===== src/rtl/i2c_cmd_seq_if.sv =====
// Host-side command/response handshake bundle for i2c_cmd_seq.
// master = host/register logic, slave = the sequencer.
interface i2c_cmd_seq_if;
   logic       cmd_valid;
   logic       cmd_ready;
   logic       cmd_rw;
   logic [6:0] cmd_dev;
   logic [7:0] cmd_wdata;
   logic       rsp_valid;
   logic       rsp_ready;
   logic [7:0] rsp_rdata;
   logic       rsp_err;

   modport master (
      output cmd_valid, cmd_rw, cmd_dev, cmd_wdata, rsp_ready,
      input  cmd_ready, rsp_valid, rsp_rdata, rsp_err
   );

   modport slave (
      input  cmd_valid, cmd_rw, cmd_dev, cmd_wdata, rsp_ready,
      output cmd_ready, rsp_valid, rsp_rdata, rsp_err
   );
endinterface


===== src/rtl/i2c_cmd_seq.sv =====
// Command sequencer for i2c_ctrl: queues single-byte read/write commands,
// runs them one at a time on the controller and returns one response each.
module i2c_cmd_seq #(
   parameter int unsigned DEPTH   = 4,
   parameter int unsigned TIMEOUT = 1024,
   parameter int unsigned TW      = 11
) (
   input  logic         clk,
   input  logic         rst,
   i2c_cmd_seq_if.slave host,
   output logic         ctrl_rstn,
   output logic [7:0]   ctrl_addr,
   output logic [7:0]   ctrl_wdata,
   output logic         ctrl_data_oe,
   input  logic [7:0]   ctrl_rdata,
   input  logic         ctrl_busy,
   input  logic         ctrl_data_rdy
);
   localparam int unsigned AW = $clog2(DEPTH);

   typedef enum logic [1:0] {IDLE, LAUNCH, RUN, RESP} state_t;

   state_t        state_q, state_d;
   logic [15:0]   mem_q [DEPTH];
   logic [15:0]   mem_d [DEPTH];
   logic [AW:0]   wr_ptr_q, wr_ptr_d;
   logic [AW:0]   rd_ptr_q, rd_ptr_d;
   logic          ne_q, ne_d;
   logic [TW-1:0] cnt_q, cnt_d;
   logic          rw_q, rw_d;
   logic          ctrl_rstn_q, ctrl_rstn_d;
   logic [7:0]    ctrl_addr_q, ctrl_addr_d;
   logic [7:0]    ctrl_wdata_q, ctrl_wdata_d;
   logic          ctrl_data_oe_q, ctrl_data_oe_d;
   logic          rsp_valid_q, rsp_valid_d;
   logic [7:0]    rsp_rdata_q, rsp_rdata_d;
   logic          rsp_err_q, rsp_err_d;

   logic          full;
   logic          push;
   logic          pop;
   logic [15:0]   head;

   assign full = (wr_ptr_q[AW] != rd_ptr_q[AW]) &&
                 (wr_ptr_q[AW-1:0] == rd_ptr_q[AW-1:0]);
   assign push = host.cmd_valid && !full;
   // FSM only looks at the registered occupancy flag, so a push reaches
   // IDLE one cycle later; a stale flag can only be stale-empty because
   // pops happen solely in IDLE and IDLE is never entered from IDLE's pop.
   assign pop  = (state_q == IDLE) && ne_q;
   assign head = mem_q[rd_ptr_q[AW-1:0]];

   assign host.cmd_ready = !full;
   assign host.rsp_valid = rsp_valid_q;
   assign host.rsp_rdata = rsp_rdata_q;
   assign host.rsp_err   = rsp_err_q;
   assign ctrl_rstn      = ctrl_rstn_q;
   assign ctrl_addr      = ctrl_addr_q;
   assign ctrl_wdata     = ctrl_wdata_q;
   assign ctrl_data_oe   = ctrl_data_oe_q;

   // Next-state logic for the FIFO and the transaction sequencer.
   always_comb begin
      state_d        = state_q;
      mem_d          = mem_q;
      wr_ptr_d       = wr_ptr_q;
      rd_ptr_d       = rd_ptr_q;
      ne_d           = (wr_ptr_q != rd_ptr_q);
      cnt_d          = cnt_q;
      rw_d           = rw_q;
      ctrl_rstn_d    = ctrl_rstn_q;
      ctrl_addr_d    = ctrl_addr_q;
      ctrl_wdata_d   = ctrl_wdata_q;
      ctrl_data_oe_d = ctrl_data_oe_q;
      rsp_valid_d    = rsp_valid_q;
      rsp_rdata_d    = rsp_rdata_q;
      rsp_err_d      = rsp_err_q;

      if (push) begin
         mem_d[wr_ptr_q[AW-1:0]] = {host.cmd_rw, host.cmd_dev, host.cmd_wdata};
         wr_ptr_d                = wr_ptr_q + {{AW{1'b0}}, 1'b1};
      end
      if (pop) begin
         rd_ptr_d = rd_ptr_q + {{AW{1'b0}}, 1'b1};
      end

      case (state_q)
         IDLE: begin
            if (ne_q) begin
               rw_d         = head[15];
               ctrl_addr_d  = {head[14:8], head[15]};
               ctrl_wdata_d = head[7:0];
               state_d      = LAUNCH;
            end
         end
         LAUNCH: begin
            ctrl_rstn_d    = 1'b1;
            ctrl_data_oe_d = !rw_q;
            cnt_d          = '0;
            rsp_rdata_d    = '0;
            rsp_err_d      = 1'b0;
            state_d        = RUN;
         end
         RUN: begin
            cnt_d = cnt_q + {{(TW-1){1'b0}}, 1'b1};
            if (rw_q && !ctrl_data_rdy) begin
               rsp_rdata_d = ctrl_rdata;
            end
            // cnt_q != 0 means busy is sampled no earlier than 2 cycles
            // after launch; normal completion is tested first so it wins.
            if (!ctrl_busy && (cnt_q != '0)) begin
               ctrl_rstn_d    = 1'b0;
               ctrl_data_oe_d = 1'b0;
               rsp_valid_d    = 1'b1;
               rsp_err_d      = 1'b0;
               state_d        = RESP;
            end else if (ctrl_busy && (cnt_q == TW'(TIMEOUT - 1))) begin
               ctrl_rstn_d    = 1'b0;
               ctrl_data_oe_d = 1'b0;
               rsp_valid_d    = 1'b1;
               rsp_err_d      = 1'b1;
               rsp_rdata_d    = '0;
               state_d        = RESP;
            end
         end
         RESP: begin
            if (host.rsp_ready) begin
               rsp_valid_d = 1'b0;
               state_d     = IDLE;
            end
         end
         default: state_d = IDLE;
      endcase
   end

   // State register; reset empties the FIFO and abandons any transaction.
   always_ff @(posedge clk) begin
      if (rst) begin
         state_q        <= IDLE;
         wr_ptr_q       <= '0;
         rd_ptr_q       <= '0;
         ne_q           <= 1'b0;
         cnt_q          <= '0;
         rw_q           <= 1'b0;
         ctrl_rstn_q    <= 1'b0;
         ctrl_addr_q    <= '0;
         ctrl_wdata_q   <= '0;
         ctrl_data_oe_q <= 1'b0;
         rsp_valid_q    <= 1'b0;
         rsp_rdata_q    <= '0;
         rsp_err_q      <= 1'b0;
      end else begin
         state_q        <= state_d;
         mem_q          <= mem_d;
         wr_ptr_q       <= wr_ptr_d;
         rd_ptr_q       <= rd_ptr_d;
         ne_q           <= ne_d;
         cnt_q          <= cnt_d;
         rw_q           <= rw_d;
         ctrl_rstn_q    <= ctrl_rstn_d;
         ctrl_addr_q    <= ctrl_addr_d;
         ctrl_wdata_q   <= ctrl_wdata_d;
         ctrl_data_oe_q <= ctrl_data_oe_d;
         rsp_valid_q    <= rsp_valid_d;
         rsp_rdata_q    <= rsp_rdata_d;
         rsp_err_q      <= rsp_err_d;
      end
   end
endmodule


===== src/flat_wrapper.sv =====
// flat-port wrapper written by rule: the top's interface ports become plain ports
module i2c_cmd_seq_flat 
#(
   parameter int unsigned DEPTH   = 4,
   parameter int unsigned TIMEOUT = 1024,
   parameter int unsigned TW      = 11
)
  (clk, rst, ctrl_rstn, ctrl_addr, ctrl_wdata, ctrl_data_oe, ctrl_rdata, ctrl_busy, ctrl_data_rdy, host_cmd_valid, host_cmd_rw, host_cmd_dev, host_cmd_wdata, host_rsp_ready, host_cmd_ready, host_rsp_valid, host_rsp_rdata, host_rsp_err);
  i2c_cmd_seq_if host_i ();
  input  logic clk;
  input  logic rst;
  output logic ctrl_rstn;
  output logic [7:0] ctrl_addr;
  output logic [7:0] ctrl_wdata;
  output logic ctrl_data_oe;
  input  logic [7:0] ctrl_rdata;
  input  logic ctrl_busy;
  input  logic ctrl_data_rdy;
  input wire logic [$bits(host_i.cmd_valid)-1:0] host_cmd_valid;
  input wire logic [$bits(host_i.cmd_rw)-1:0] host_cmd_rw;
  input wire logic [$bits(host_i.cmd_dev)-1:0] host_cmd_dev;
  input wire logic [$bits(host_i.cmd_wdata)-1:0] host_cmd_wdata;
  input wire logic [$bits(host_i.rsp_ready)-1:0] host_rsp_ready;
  output wire logic [$bits(host_i.cmd_ready)-1:0] host_cmd_ready;
  output wire logic [$bits(host_i.rsp_valid)-1:0] host_rsp_valid;
  output wire logic [$bits(host_i.rsp_rdata)-1:0] host_rsp_rdata;
  output wire logic [$bits(host_i.rsp_err)-1:0] host_rsp_err;
  assign host_i.cmd_valid = host_cmd_valid;
  assign host_i.cmd_rw = host_cmd_rw;
  assign host_i.cmd_dev = host_cmd_dev;
  assign host_i.cmd_wdata = host_cmd_wdata;
  assign host_i.rsp_ready = host_rsp_ready;
  assign host_cmd_ready = host_i.cmd_ready;
  assign host_rsp_valid = host_i.rsp_valid;
  assign host_rsp_rdata = host_i.rsp_rdata;
  assign host_rsp_err = host_i.rsp_err;
  i2c_cmd_seq #(.DEPTH(DEPTH), .TIMEOUT(TIMEOUT), .TW(TW)) u_core (.clk(clk), .rst(rst), .host(host_i), .ctrl_rstn(ctrl_rstn), .ctrl_addr(ctrl_addr), .ctrl_wdata(ctrl_wdata), .ctrl_data_oe(ctrl_data_oe), .ctrl_rdata(ctrl_rdata), .ctrl_busy(ctrl_busy), .ctrl_data_rdy(ctrl_data_rdy));
endmodule

===== config.mk =====
export PLATFORM = sky130hd
export DESIGN_NAME = i2c_cmd_seq_flat
export DESIGN_NICKNAME = d
export VERILOG_FILES = /design/src/rtl/i2c_cmd_seq_if.sv /design/src/rtl/i2c_cmd_seq.sv /design/src/flat_wrapper.sv
export SDC_FILE = /design/constraint.sdc
export NUM_CORES = 1
export LEC_CHECK = 0
export ABC_AREA = 1
export CAP_MARGIN = 20
export CORE_MARGIN = 2
export CORE_UTILIZATION = 55
export DETAILED_ROUTE_END_ITERATION = 10
export GPL_TIMING_DRIVEN = 0
export PLACE_DENSITY = 0.84
export SYNTH_ARGS = -nofsm -noshare
export SYNTH_HDL_FRONTEND = slang
export SYNTH_SLANG_ARGS = --single-unit

===== constraint.sdc =====
create_clock -name clk -period 2.99 [get_ports clk]
set_input_delay 0.299 -clock clk [delete_from_list [all_inputs] [get_ports clk]]
set_output_delay 0.299 -clock clk [all_outputs]
set_load 0.03 [all_outputs]

==> results of run 1 <==
==> state kept, by name, summed over array words and instances, names as in the netlist, 2 cells and up <==
signal                 count
u_core.wr_ptr_q            3
u_core.ctrl_addr           8
u_core.state_q             2
u_core.rd_ptr_q            3
u_core.host.rsp_rdata      8
u_core.ctrl_wdata          8
u_core.mem_q              64
u_core.cnt_q              11
==> cell usage in the layout, fill, tap and decap left out, drive strengths merged <==
master and instances:
dfxtp 48, nor2 95, and2 1, xor2 2, o21ai 45, clkbuf 18, buf 11, clkdlybuf4s50 58
inv 72, xnor2 2, edfxtp 64, o21a 1, clkinv 4, nor3 11, nand4 2, nand2 30
o32ai 16, nand3 13, o22ai 1, ha 12, o22a 1, a21oi 34
==> layout make-up <==
cell class / count / area, µm² / share of cell area
sequential: 112 / 2883 / 0.5157
multi-input combinational: 266 / 1408 / 0.2518
timing repair buffer: 59 / 591.8 / 0.1059
inverter: 69 / 259.0 / 0.04633
tap: 105 / 131.4 / 0.02350
clock buffer: 9 / 123.9 / 0.02216
clock inverter: 7 / 98.84 / 0.01768
buffer: 19 / 95.09 / 0.01701
==> critical path: stages, from the launching register on <==
cell and delay, ps:
dfxtp_1 330, buf_4 160, xnor2_1 110, and2_1 180, nand2_2 80, nand2_2 80
inv_2 80, nand2_2 80, nor2_1 680, buf_6 240
==> layer usage <==
metal  part of all wire  vias to the layer above  track usage
met4              0.015                        0      0.08214
met1               0.41                     1607       0.2662
met3              0.075                       17      0.05247
li1                   -                     1691            -
met2               0.50                      131       0.3788
met5                  0                        -            0
==> power groups by stage <==
stage / logic (µW) / clock network (µW) / registers (µW)
after floorplan: 845 / 0 / 2090
after global placement: 1490 / 0 / 1920
after detailed placement: 1530 / 0 / 1920
after global routing: 1700 / 1030 / 1910
final: 1540 / 940 / 1890
after CTS: 1540 / 961 / 1890
==> logic make-up (layout without fill, tap and decap cells) <==
kind of cell    after synthesis  in the layout  synth area share
flops                       112            112            0.6217
xor+xnor                      4              4          0.007557
simple gates                152            152            0.1409
fa+ha+maj                    12             12           0.03238
compound gates               98             98            0.1212
buf+inv                      88            163           0.07636
==> how the worst max path moves through the flow <==
stage | end | slack, ps | depth (start not counted)
2_1_floorplan | u_core.mem_q[16] | 770 | 8
3_3_place_gp | u_core.mem_q[50] | -20 | 5
3_5_place_dp | u_core.mem_q[23] | 260 | 6
4_1_cts | u_core.mem_q[17] | 640 | 9
5_1_grt | u_core.mem_q[27] | 440 | 9
6_report | u_core.mem_q[27] | 680 | 9
==> metrics by stage <==
stage / TNS [ps] / hold WS [ps] / std cells / power, µW
after global placement: -418.6 / 439.0 / 629 / 3409
after CTS: 0 / 456.4 / 646 / 4392
after detailed placement: 0 / 439.5 / 630 / 3456
after floorplan: 0 / 397.9 / 466 / 2940
after global routing: 0 / 470.7 / 646 / 4641
final: 0 / 457.8 / 646 / 4369
==> run_results.csv, run 1 <==
group,metric,value,unit
cts,ctsHoldBuffers,0,
yosys,synth_warnings,0,
power_and_ir_drop,intPower,2713,µW
flow_run,cap_violations,0,
route,drc,0,
yosys,synth_nets,508,
timing,finalSetupViolCount,0,
timing,max_freq,0.4328,GHz
cts,postCtsSetupRepairBufs,0,
timing,final_hold_viol_count,0,
timing,period_needed,2311,ps
setup_path,crit_arrival,2420,ps
finish,drive_gt1_frac,0.09057,
floorplanning,num_rows,33,
yosys,netlist_instances,466,
placement,dpl_worst_slack,257.5,ps
cts,cts_resized,0,
power_and_ir_drop,pwr-share-clk,0.215,
power_and_ir_drop,switchingPower,1656,µW
yosys,synthTopCellsByCount,"nor2_1 (89), inv_1 (65), edfxtp_1 (64)",
power_and_ir_drop,p_leak,0.002132,µW
setup_path,critPathCaptureType,"flop",
setup_path,critPathLaunch,"u_core.rd_ptr_q[0]",
timing,tightest_slew,949.0,ps
yosys,synthFlopType,"edfxtp_1",
cts,root_buffer,"clkbuf_8",
finish,antennaDiodeCount,0,
hold_path,hold_path.startpoint,"u_core.host.rsp_err",
timing,post-route-period-util,0.7728,
yosys,synth.area.top_cells,"edfxtp_1 (41%), dfxtp_1 (21%), nor2_1 (7.2%)",
finish,final_area,5590,µm²
grt,antenna_found_initial,0,
route,num_vias,3446,
yosys,synthesis.area,4637,µm²
yosys,synth-edff-count,64,
route,initialDrtViolationCount,177,
placement,io_buffers,58,
placement,placed_area,5368,µm²
power_and_ir_drop,vdd_drop_max,0.3997,mV
yosys,ys_types,29,
floorplanning,ios,59,
cts,cts_num_sinks,112,
route,via_per_inst,5.334,
setup_path,reg2reg_depth,9,
hold_path,hold_class,"flop to flop",
route,wirelength,9471,µm
route,first_pass_iters,5,
finish,syn2layout_area_growth,20.56,%
power_and_ir_drop,combPwrFrac,0.353,
floorplanning,die_w,95.82,µm
yosys,ys_async_sr_fraction,0,
cts,insertion_delay,400,ps
power_and_ir_drop,switching_share,0.3791,
power_and_ir_drop,pwr_density_cell,781.6,nW/µm²
grt,grt_max_degree,25,
cts,tritoncts,"done",
yosys,synth_most_common_cell,"nor2_1",
status,status,"finished clean",
grt,grt_overflow,0,
setup_path,reg2reg_from,"u_core.rd_ptr_q[0]",
yosys,ys_ff_latch,112,
hold_path,min_to,"u_core.host.rsp_err",
placement,place_congestion,0.7490,
floorplanning,initial_core_util,0.5672,
hold_path,min_path_cells,2,
finish,fill_cells,592,
setup_path,path_class,"flop to flop",
setup_path,reg2reg_to,"u_core.mem_q[27]",
setup_path,reg2reg_slack,680,ps
grt,grt_pass1_vias,3299,
cts,cts_max_level,3,
timing,maxSlewViolCount,0,
floorplanning,coreArea,8175,µm²
setup_path,required,3100,ps
grt,grt_use_total,0.2191,
timing,finalClockSkew,20.37,ps
finish,fin_nets,578,
cts,clk_path_buf_depth,2,
placement,dp_hpwl,6631,µm
cts,cts_buffers,9,
power_and_ir_drop,pwr-share-seq,0.432,
grt,grt_pass1_wl,15120,µm
floorplanning,die_h,95.82,µm
finish,final_util,0.6838,
setup_path,critPathLaunchType,"flop",
route,postRouteAntennaNets,0,
yosys,yosys.area.top_type_share,0.4145,
yosys,yosysSeqAreaShare,0.6217,
cts,clkTransAtPathRegs,110,ps
timing,worst_slack,679.3,ps
yosys,synth.avg_cell_area,9.951,µm²
floorplanning,dieArea,9181,µm²
setup_path,cp_max_fo,9,
timing,slew_headroom,0.3667,
route,wire_per_inst,14.66,µm
yosys,yosysTopAreaCell,"edfxtp_1",
timing,rsz0062_at_grt,"false",
(Power assumes the default switching activity.)
==> inputs of run 2 (changes only) <==
==> constraint.sdc (replaced) <==
create_clock -name clk -period 2.35 [get_ports clk]
set_input_delay 0.235 -clock clk [delete_from_list [all_inputs] [get_ports clk]]
set_output_delay 0.235 -clock clk [all_outputs]
set_load 0.03 [all_outputs]
==> run_results.csv, run 2 (synthesis gave the netlist of run 1 again) <==
group,metric,value,unit
cts,clk_path_buf_depth,2,
finish,fill_cells,587,
route,via_per_inst,5.300,
finish,reg_top3,"u_core.mem_q x64, u_core.cnt_q x11",
floorplanning,coreArea,8175,µm²
route,initialDrtViolationCount,178,
placement,dp.cells,630,
placement,dpl_worst_slack,-318.5,ps
timing,tightest_slew,547.8,ps
status,status,"finished clean",
placement,io_buffers,58,
placement,placed_area,5368,µm²
power_and_ir_drop,total_power,5574,µW
setup_path,crit_arrival,1930,ps
floorplanning,die_h,95.82,µm
finish,antennaDiodeCount,0,
timing,finalSetupViolCount,0,
power_and_ir_drop,p_leak,0.002133,µW
setup_path,crit_family,"buffers and inverters",
finish,fin_nets,578,
finish,top_register,"u_core.mem_q",
grt,antenna_found_initial,0,
cts,cts_buffers,9,
hold_path,hold_class,"input port to flop",
timing,holdWs,437.2,ps
finish,largest_reg_flops,64,
timing,max_freq,0.4618,GHz
grt,grt_pass1_vias,3299,
floorplanning,die_w,95.82,µm
route,drc,0,
setup_path,cpMaxStageDelayCell,"clkdlybuf4s50_1",
grt,grt_max_degree,25,
route,postRouteAntennaNets,0,
floorplanning,initial_core_util,0.5672,
floorplanning,ios,59,
setup_path,worstPathCellList,"buf_4 -> xnor2_1 -> and2_1 -> nand2_2 -> clkdlybuf4s50_1",
cts,insertion_delay,400,ps
cts,clkTransAtPathRegs,120,ps
grt,grt_pass1_wl,15120,µm
finish,final_area,5608,µm²
timing,period_needed,2166,ps
timing,maxSlewViolCount,0,
timing,final_hold_viol_count,0,
setup_path,critPathCaptureType,"output pin",
setup_path,cp_max_fo,7,
setup_path,critPathLaunchType,"flop",
cts,tritoncts,"done",
timing,slew_headroom,0.6348,
route,first_pass_iters,5,
setup_path,path_buf_inv,2,
route,wire_per_inst,14.73,µm
cts,ctsHoldBuffers,0,
finish,mostFrequentLayoutCell,"nor2_1",
power_and_ir_drop,vdd_drop_max,0.5077,mV
floorplanning,num_rows,33,
finish,syn2layout_area_growth,20.94,%
setup_path,required,2120,ps
timing,rsz0062_at_grt,"false",
cts,cts_max_level,3,
placement,place_congestion,0.7490,
finish,layout.cells.non_filler,646,
floorplanning,dieArea,9181,µm²
cts,root_buffer,"clkbuf_8",
route,num_vias,3424,
setup_path,path_class,"flop to output pin",
finish,drive_gt1_frac,0.09242,
finish,final_cell_mix,"nor2_1 (85), inv_1 (65), edfxtp_1 (64)",
flow_run,cap_violations,0,
route,wirelength,9515,µm
cts,cts_num_sinks,112,
grt,grt_overflow,0,
timing,finalClockSkew,20.66,ps
grt,grt_use_total,0.2191,
timing,worst_slack,184.5,ps
power_and_ir_drop,pwr_density_cell,993.9,nW/µm²
timing,post-route-period-util,0.9215,
placement,dp_hpwl,6631,µm
setup_path,crit_path_max_incr_delay,670,ps
-- run 2: worst register-to-register path: stages, from the launching register on --
cell and delay, ps:
dfxtp_1 330, buf_4 160, xnor2_1 110, and2_1 180, nand2_2 90, nand2_2 80, inv_2 80, nand2_2 120
nor2_2 470, buf_6 220
-- run 2: final timing paths --
kind                                           from                       end  slack (ps)  cells past startpoint
worst max-delay path             u_core.rd_ptr_q[0]            host_cmd_ready         180                      5
worst min register to register  u_core.host.rsp_err       u_core.host.rsp_err         460                      2
worst min-delay path                  ctrl_rdata[4]  u_core.host.rsp_rdata[4]         440                      3
worst max register to register   u_core.rd_ptr_q[0]          u_core.mem_q[27]         220                      9
-- run 2: report_power, final --
part           switching [µW]  internal (µW)  leakage [µW]  total (µW)
sequential                125           2280      0.000973        2400
combinational            1230            731       0.00105        1970
clock                     761            443      0.000109        1200
-- run 2: final cells by class --
class,instances,area [µm²],area share
Buffer,19,95.09,0.01696
Clock buffer,9,123.9,0.02209
Clock inverter,7,98.84,0.01763
Timing Repair Buffer,59,591.8,0.1055
Inverter,69,259.0,0.04618
Tap cell,105,131.4,0.02343
Multi-Input combinational cell,266,1425,0.2541
Sequential cell,112,2883,0.5141
-- run 2: stage by stage --
stage	setup TNS, ps	util
CTS	0	0.6838
finish	0	0.6860
detailed placement	-13710	0.6566
floorplan	0	-
global route	0	0.6860
global placement	-36710	0.6543
-- run 2: layer usage --
metal	vias up	global-route usage	part of all wire
met5	-	0	0
met4	0	0.08214	0.012
met3	13	0.05247	0.067
met2	123	0.3788	0.49
met1	1596	0.2662	0.43
li1	1692	-	-
-- run 2: repair_timing --
action,4_1_cts,5_1_grt
gates resized for setup,0,4
setup buffers,0,0
setup endpoints to repair,0,42
